### src/rtl/troco_dispenser.sv
// Change-return engine: turns the captured balance into coins, largest first, one per handshake.
// Optional thermometer output ledTroco is enabled by defining TROCO_LED_EN.
module troco_dispenser #(
  parameter int unsigned VAL_U       = 2,
  parameter int unsigned VAL_C       = 1,
  parameter int unsigned STOCK_INIT  = 20,
  parameter int unsigned GAP_CYC     = 4,
  parameter int unsigned ACK_TIMEOUT = 1000
) (
  input  logic       clock,
  input  logic       reset,
  input  logic       start,
  input  logic [5:0] saldoIn,
  input  logic       coin_ack,
  input  logic       refill_u,
  input  logic       refill_c,
  output logic       eject_u,
  output logic       eject_c,
  output logic       busy,
  output logic       done,
  output logic [5:0] trocoOut,
  output logic       falta,
  output logic       erro,
  output logic [5:0] stock_u,
`ifdef TROCO_LED_EN
  output logic [9:0] ledTroco,
`endif
  output logic [5:0] stock_c
);

  localparam int unsigned W       = 6;
  localparam int unsigned CNT_MAX = (ACK_TIMEOUT > GAP_CYC) ? ACK_TIMEOUT : GAP_CYC;
  localparam int unsigned CNT_W   = $clog2(CNT_MAX + 1);

  localparam logic [W-1:0]     VU        = W'(VAL_U);
  localparam logic [W-1:0]     VC        = W'(VAL_C);
  localparam logic [W-1:0]     SI        = W'(STOCK_INIT);
  localparam logic [CNT_W-1:0] GAP_LAST  = (GAP_CYC == 0) ? '0 : CNT_W'(GAP_CYC - 1);
  localparam logic [CNT_W-1:0] WAIT_LAST = (ACK_TIMEOUT == 0) ? '0 : CNT_W'(ACK_TIMEOUT - 1);

  typedef enum logic [2:0] {IDLE, SEL, WAIT, GAP, FINISH} state_t;

  state_t           state, state_d;
  logic [W-1:0]     rem, rem_d;
  logic [CNT_W-1:0] cnt, cnt_d;
  logic             sel_u, sel_u_d;
  logic             eject_u_d, eject_c_d, busy_d, done_d, falta_d, erro_d;
  logic [W-1:0]     troco_d, stock_u_d, stock_c_d;

  // State register and all registered outputs
  always_ff @(posedge clock or posedge reset) begin
    if (reset) begin
      state    <= IDLE;
      rem      <= '0;
      cnt      <= '0;
      sel_u    <= 1'b0;
      eject_u  <= 1'b0;
      eject_c  <= 1'b0;
      busy     <= 1'b0;
      done     <= 1'b0;
      trocoOut <= '0;
      falta    <= 1'b0;
      erro     <= 1'b0;
      stock_u  <= SI;
      stock_c  <= SI;
    end else begin
      state    <= state_d;
      rem      <= rem_d;
      cnt      <= cnt_d;
      sel_u    <= sel_u_d;
      eject_u  <= eject_u_d;
      eject_c  <= eject_c_d;
      busy     <= busy_d;
      done     <= done_d;
      trocoOut <= troco_d;
      falta    <= falta_d;
      erro     <= erro_d;
      stock_u  <= stock_u_d;
      stock_c  <= stock_c_d;
    end
  end

  // Next-state and next-output logic
  always_comb begin
    state_d   = state;
    rem_d     = rem;
    cnt_d     = cnt;
    sel_u_d   = sel_u;
    eject_u_d = eject_u;
    eject_c_d = eject_c;
    busy_d    = busy;
    done_d    = 1'b0;
    troco_d   = trocoOut;
    falta_d   = falta;
    erro_d    = erro;
    stock_u_d = stock_u;
    stock_c_d = stock_c;

    case (state)
      IDLE: begin
        if (start && !erro) begin
          rem_d   = saldoIn;
          troco_d = '0;
          falta_d = 1'b0;
          busy_d  = 1'b1;
          state_d = SEL;
        end
      end
      SEL: begin
        cnt_d = '0;
        if (rem >= VU && stock_u != '0) begin
          eject_u_d = 1'b1;
          sel_u_d   = 1'b1;
          state_d   = WAIT;
        end else if (rem >= VC && stock_c != '0) begin
          eject_c_d = 1'b1;
          sel_u_d   = 1'b0;
          state_d   = WAIT;
        end else begin
          done_d  = 1'b1;
          falta_d = (rem != '0);
          state_d = FINISH;
        end
      end
      WAIT: begin
        if (coin_ack) begin
          eject_u_d = 1'b0;
          eject_c_d = 1'b0;
          cnt_d     = '0;
          state_d   = GAP;
          if (sel_u) begin
            rem_d     = rem - VU;
            troco_d   = trocoOut + VU;
            stock_u_d = stock_u - W'(1);
          end else begin
            rem_d     = rem - VC;
            troco_d   = trocoOut + VC;
            stock_c_d = stock_c - W'(1);
          end
        end else if (cnt >= WAIT_LAST) begin
          // Mechanism never answered: abandon this coin without debiting it
          eject_u_d = 1'b0;
          eject_c_d = 1'b0;
          erro_d    = 1'b1;
          done_d    = 1'b1;
          falta_d   = (rem != '0);
          state_d   = FINISH;
        end else begin
          cnt_d = cnt + CNT_W'(1);
        end
      end
      GAP: begin
        if (cnt >= GAP_LAST) state_d = SEL;
        else                 cnt_d   = cnt + CNT_W'(1);
      end
      FINISH: begin
        busy_d  = 1'b0;
        state_d = IDLE;
      end
      default: state_d = IDLE;
    endcase

    // Refill overrides any same-cycle decrement
    if (refill_u) stock_u_d = SI;
    if (refill_c) stock_c_d = SI;
  end

`ifdef TROCO_LED_EN
  logic [9:0] led_d;

  // Thermometer of the remaining balance, saturating at 10
  always_comb begin
    led_d = '0;
    for (int i = 0; i < 10; i++) begin
      led_d[i] = busy_d && (rem_d > W'(i));
    end
  end

  always_ff @(posedge clock or posedge reset) begin
    if (reset) ledTroco <= '0;
    else       ledTroco <= led_d;
  end
`endif

endmodule

### config.mk
export PLATFORM = sky130hd
export DESIGN_NAME = troco_dispenser
export DESIGN_NICKNAME = d
export VERILOG_FILES = /design/src/rtl/troco_dispenser.sv
export SDC_FILE = /design/constraint.sdc
export NUM_CORES = 1
export LEC_CHECK = 0
export ABC_AREA = 1
export CORE_MARGIN = 5
export CORE_UTILIZATION = 55
export DETAILED_ROUTE_END_ITERATION = 7
export PLACE_DENSITY = 0.79
export SLEW_MARGIN = 40
export SYNTH_ARGS = -nofsm -noshare
export SYNTH_HDL_FRONTEND = slang
export SYNTH_SLANG_ARGS = --single-unit
### constraint.sdc
create_clock -name clock -period 2.2 [get_ports clock]
set_clock_uncertainty 0.2 [all_clocks]
set_input_delay 0.44 -clock clock [delete_from_list [all_inputs] [get_ports clock]]
set_output_delay 0.44 -clock clock [all_outputs]
set_load 0.005 [all_outputs]
# Yosys cells after proc, flatten, opt, wreduce, memory -nomap -nowiden
# Cells that the tools add are included.
# classes
muxes	49
eq_ne	17
magnitude_cmp	4
n_addsub	7
reduce_logical	30
n_bitwise	1
# ops
op	count
two-way mux 6 bit	14
two-way mux 10 bit	3
case mux 10 bit (3 select lines)	1
case mux 6 bit (2 select lines)	2
!= test 2 bit (second input constant)	11
AND reduction 3 bit	7
two-way mux 3 bit	6
nonzero test 2 bit	9
nonzero test 6 bit	3
subtractor 6 x 1 -> 6 bit (second input constant)	3
two-way mux 1 bit	17
case mux 3 bit (4 select lines)	1
adder 10 x 1 -> 10 bit (second input constant)	1
>= comparator 10 bit (second input constant)	1
>= comparator 10 x 2 -> 1 bit (second input constant)	1
case mux 1 bit (2 select lines)	4
adder 6 x 1 -> 6 bit (second input constant)	1
adder 6 x 2 -> 6 bit (second input constant)	1
== test 3 x 2 -> 1 bit (second input constant)	2
>= comparator 6 x 1 -> 1 bit (second input constant)	1
>= comparator 6 x 2 -> 1 bit (second input constant)	1
!= test 3 bit (second input constant)	2
AND reduction 6 bit	1
nonzero test 3 bit	2
other kinds (10)	13
# word_totals
reg_bits	44
inputBits	12

# Logic depth before layout (Yosys ltp)
# logic_depth
ltp_word	5
depth_mapped	11
mapped_depth_nobuf	11

# Least setup slack after synthesis
# OpenSTA, ideal clock, no wires.
# synth_timing
path_type	register to register
start	register cnt[0]
end	register cnt[1]
slack_ns	0.458
period_less_slack_ns	1.742
arrival_time_ns	1.425
stages_incl_launch_ff	10
path_buffers	1
cell_sequence	dfrtp_1 -> ha_1 -> or2_1 -> nor2_1 -> nand2_1 -> nand2_2 -> nand2_4 -> buf_6 -> nand2_1 -> o21ai_2
# synth_via
elab_chain_len	4
# synth_lines
item	line_no	rtl
from (decl)	45	logic [CNT_W-1:0] cnt, cnt_d;
from (signal assigned)	69	cnt <= cnt_d;
adder 10 x 1 -> 10 bit	149, 154	
two-way mux 10 bit	140	end else if (cnt >= WAIT_LAST) begin
two-way mux 10 bit	126	if (coin_ack) begin
case mux 10 bit (3 select lines)	99	case (state)
# Parallel ways exist; a longest one is shown, timed or not. The select of a mux whose other input is x is not followed.
# A chain may end at the register's enable or synchronous reset.

# Final worst setup path
# layout_timing
start	register stock_c[4]
end	output stock_c[4]
# layout_lines
item	line_no	rtl
from (decl)	28	output logic [5:0] stock_c
from (signal assigned)	79	stock_c <= stock_c_d;
# No word-level cell between the ends.

==> flow_summary.yaml <==
worst_setup_path:
  critical_path.startpoint: "stock_c[4]$_DFFE_PP1P_"
  path_class: "flop to output port"
  critPathMaxStageDelay_ns: 0.57
  cp-end-kind: "output port"
  cp_num_cells: 1
  path_delay_family: "flip-flops"
  critical_path_required_ns: 1.56
  crit_chain: "clkdlybuf4s50_1"
  rr_worst_depth: 9
  critical-path-slowest-cell: "dfstp_2"
  cp.arrival_ns: 1.39
  r2r-start: "cnt[0]$_DFFE_PP0P_"
  endpoint: "stock_c[4]"
  cp_num_buf_inv: 1
  reg2reg_slack_ns: 0.26
  start_kind: "flop"
  r2r_end: "cnt[7]$_DFFE_PP0P_"
  cp_max_fo: 5
placement:
  dpl.hpwl_mm: 4.62
  gp_congestion: 0.836
  dp.cells: 495
  placement.io_buffers: 35
clocking:
  cts_tree: "yes"
  cts.repair.resized: 0
  cts.sinks: 44
  cts_buffers: 5
  h-tree-depth: 2
  path_clk_slew_ns: 0.09
  clock_tree.buffer_depth: 2
  clk_root_buffer_cell: "clkbuf_8"
  cts_hold_buf: 0
  clk_latency_ns: 0.30
  postCtsSetupBuffers: 0
pwr:
  intPower_w: 0.00196
  swShare_pct: 45.4
  pwr-share-seq_pct: 34.2
  p_switching_w: 0.00163
  p_per_area_mw_per_mm2: 1070
  leakagePower_nw: 1.64
  ir_worst_vdd_mv: 0.573
  combPwrFrac_pct: 50.8
  clkPwrFrac_pct: 15.0
  power_w: 0.00359
floorplanning:
  start_util_pct: 56.2
  die-area_mm2: 0.00668
  die_h_um: 81.8
  coreArea_mm2: 0.00504
  pin_count: 36
  rows: 26
  die_w_um: 81.8
timing:
  min_period_ns: 2.03
  fin_setup_tns_ns: 0
  setup_violations: 0
  rsz0062_at_grt: "no"
  relSlewSlack_pct: 71.3
  period_share_pct: 92.2
  maxSlewViolCount: 0
  fmax_mhz: 493
  hold_viol_final: 0
  worstMarginPinSlew_ns: 0.429
drt:
  vias_per_cell: 5.21
  drt_iter0_drc: 171
  route.final.wire_length_mm: 6.24
  firstDrtPassIters: 4
  drc: 0
  num_vias: 2619
  final_antenna_net_count: 0
  wl_per_cell_um: 12.4
logic_synthesis:
  synthTopCellsByCount: "113 x nand2_1, 50 x nor2_1, 41 x inv_1"
  synthFlopType: "dfrtp_1"
  syn_inst: 389
  synth_edf_count: 0
  synth.top_cell.area_share_pct: 35.4
  yosysMostFrequentCell: "nand2_1"
  synthSimpleGateAreaFrac_pct: 37.5
  yosys_warnings: 0
  synth_xor_area_share_pct: 1.55
  ys_top_cells_by_area: "dfrtp_1 35%, nand2_1 15%, nor2_1 6.6%"
  synth_fa_ha_area_share_pct: 4.42
  synth_top_family_by_area: "simple AND/OR/NAND/NOR gates"
  synth_area_mm2: 0.00283
  async_flop_share_pct: 100
  ys_seq_area_share_pct: 39.1
  synth-compound-area-share_pct: 9.28
  yosysTopAreaCell: "dfrtp_1"
  syn_nets: 411
  synthMuxAreaShare_pct: 0
  ys_ff_latch: 44
  syn_area_per_cell_um2: 7.28
  ys_types: 35
global_routing:
  grt_max_degree: 45
  grt_pass1_vias: 2481
  use_met3_pct: 4.06
  grt_pass1_wl_mm: 11.0
  busiest_layer: "met2"
  globalRouteOverflowTotal: 0
  use_met1_pct: 28.1
  grtUsageTotal_pct: 21.0
  antenna_found_initial: 0
  use_met2_pct: 34.9
cells_and_area:
  drive_above_1_share_pct: 10.4
  syn_to_final_growth_pct: 19.1
  diodes: 0
  final_util_pct: 66.9
  fillers: 440
  final_nets: 454
  finalNonFillerCells: 503
job:
  cap_viol_max_count: 0
outcome:
  status: "finished clean"
min_path:
  hp-class: "input pin to async pin"
==> power groups by stage <==
stage	clock (W)	sequential (W)	combinational (W)
final	0.000539	0.00123	0.00182
after global routing	0.000593	0.00126	0.00205
after CTS	0.000544	0.00123	0.00182
after detailed placement	0	0.00124	0.00182
after global placement	0	0.00124	0.00176
after floorplan	0	0.00121	0.00135
==> layout by cell type (no fill, tap or decap) <==
cell | Yosys | layout
o21ai_2 | 1 | 1
a21oi_1 | 12 | 12
a21oi_2 | 1 | 1
ha_1 | 10 | 10
or2_1 | 1 | 1
nor3b_2 | 1 | 1
nor2_1 | 50 | 50
inv_8 | 1 | 1
xnor2_1 | 2 | 2
inv_2 | 5 | 5
nand3_2 | 1 | 1
nor3_1 | 8 | 8
xor2_1 | 3 | 3
buf_12 | 0 | 1
nand2_2 | 2 | 2
nand2_4 | 7 | 7
nand4_1 | 10 | 10
clkinv_1 | 0 | 1
a31oi_1 | 2 | 2
o211ai_1 | 3 | 3
o22ai_1 | 2 | 2
nor2_4 | 3 | 3
o21ai_1 | 4 | 4
nor3_2 | 2 | 2
buf_4 | 0 | 5
o21bai_1 | 2 | 2
o31ai_1 | 1 | 1
nand2_1 | 113 | 113
nand3_1 | 31 | 31
clkinv_2 | 0 | 2
inv_1 | 41 | 40
dfrtp_1 | 40 | 40
nor2_2 | 3 | 3
clkdlybuf4s50_1 | 0 | 35
dfstp_2 | 4 | 4
a21boi_0 | 2 | 2
clkbuf_8 | 0 | 6
o21ai_0 | 16 | 16
==> state kept, by name, indices dropped and copies added (netlist names) <==
register	cells
state	3
stock_u	6
rem	6
eject_c	1
sel_u	1
cnt	10
falta	1
erro	1
done	1
trocoOut	6
eject_u	1
stock_c	6
busy	1
==> per-layer routing <==
layer / wire length, µm / vias to the layer above
met5: 0 / -
li1: - / 1337
met1: 2930 / 1217
met3: 257 / 7
met4: 70 / 0
met2: 2980 / 58
==> stage by stage <==
step / worst slack, ns / hold WS, ns / instance area [µm²]
floorplan: 0.458 / 0.259 / 2830
global placement: 0.144 / 0.262 / 3280
detailed placement: 0.121 / 0.266 / 3280
CTS: 0.159 / 0.287 / 3370
global route: 0.0994 / 0.300 / 3370
finish: 0.171 / 0.276 / 3370
==> worst reg2reg max path: cells and delay by family, from the launching register on <==
| kind | cells | cell delay [ns] |
|---|---|---|
| fa+ha+maj | 1 | 0.24 |
| buf+inv | 1 | 0.17 |
| flops | 1 | 0.43 |
| simple gates | 7 | 0.81 |
==> logic make-up (layout without fill, tap and decap cells) <==
group                    after synthesis  in the layout
buffers and inverters                 52             96
AO/OA/AOI/OAI                         46             46
AND/OR/NAND/NOR                      232            232
flip-flops                            44             44
adder cells (fa/ha/maj)               10             10
XOR/XNOR                               5              5
==> layout make-up <==
cell class	instances	area [µm²]	area share, %
multi-input cells	293	1490	44.3
flip-flops and latches	44	1110	32.8
repair buffers	41	408	12.1
inverters	47	184	5.45
well taps	70	87.6	2.60
clock buffers	6	82.6	2.45
clock inverters	2	10.0	0.297
==> worst min path at each step <==
stage,startpoint,to,slack [ns],cells past startpoint
CTS,erro$_DFFE_PP0P_,erro$_DFFE_PP0P_,0.29,2
finish,reset,stock_u[0]$_DFFE_PP0P_,0.28,3
floorplan,rem[5]$_DFFE_PP0P_,rem[5]$_DFFE_PP0P_,0.26,2
global route,reset,stock_u[0]$_DFFE_PP0P_,0.30,3
detailed placement,erro$_DFFE_PP0P_,erro$_DFFE_PP0P_,0.27,2
global placement,falta$_DFFE_PP0P_,falta$_DFFE_PP0P_,0.26,2
(Power assumes the default switching activity.)
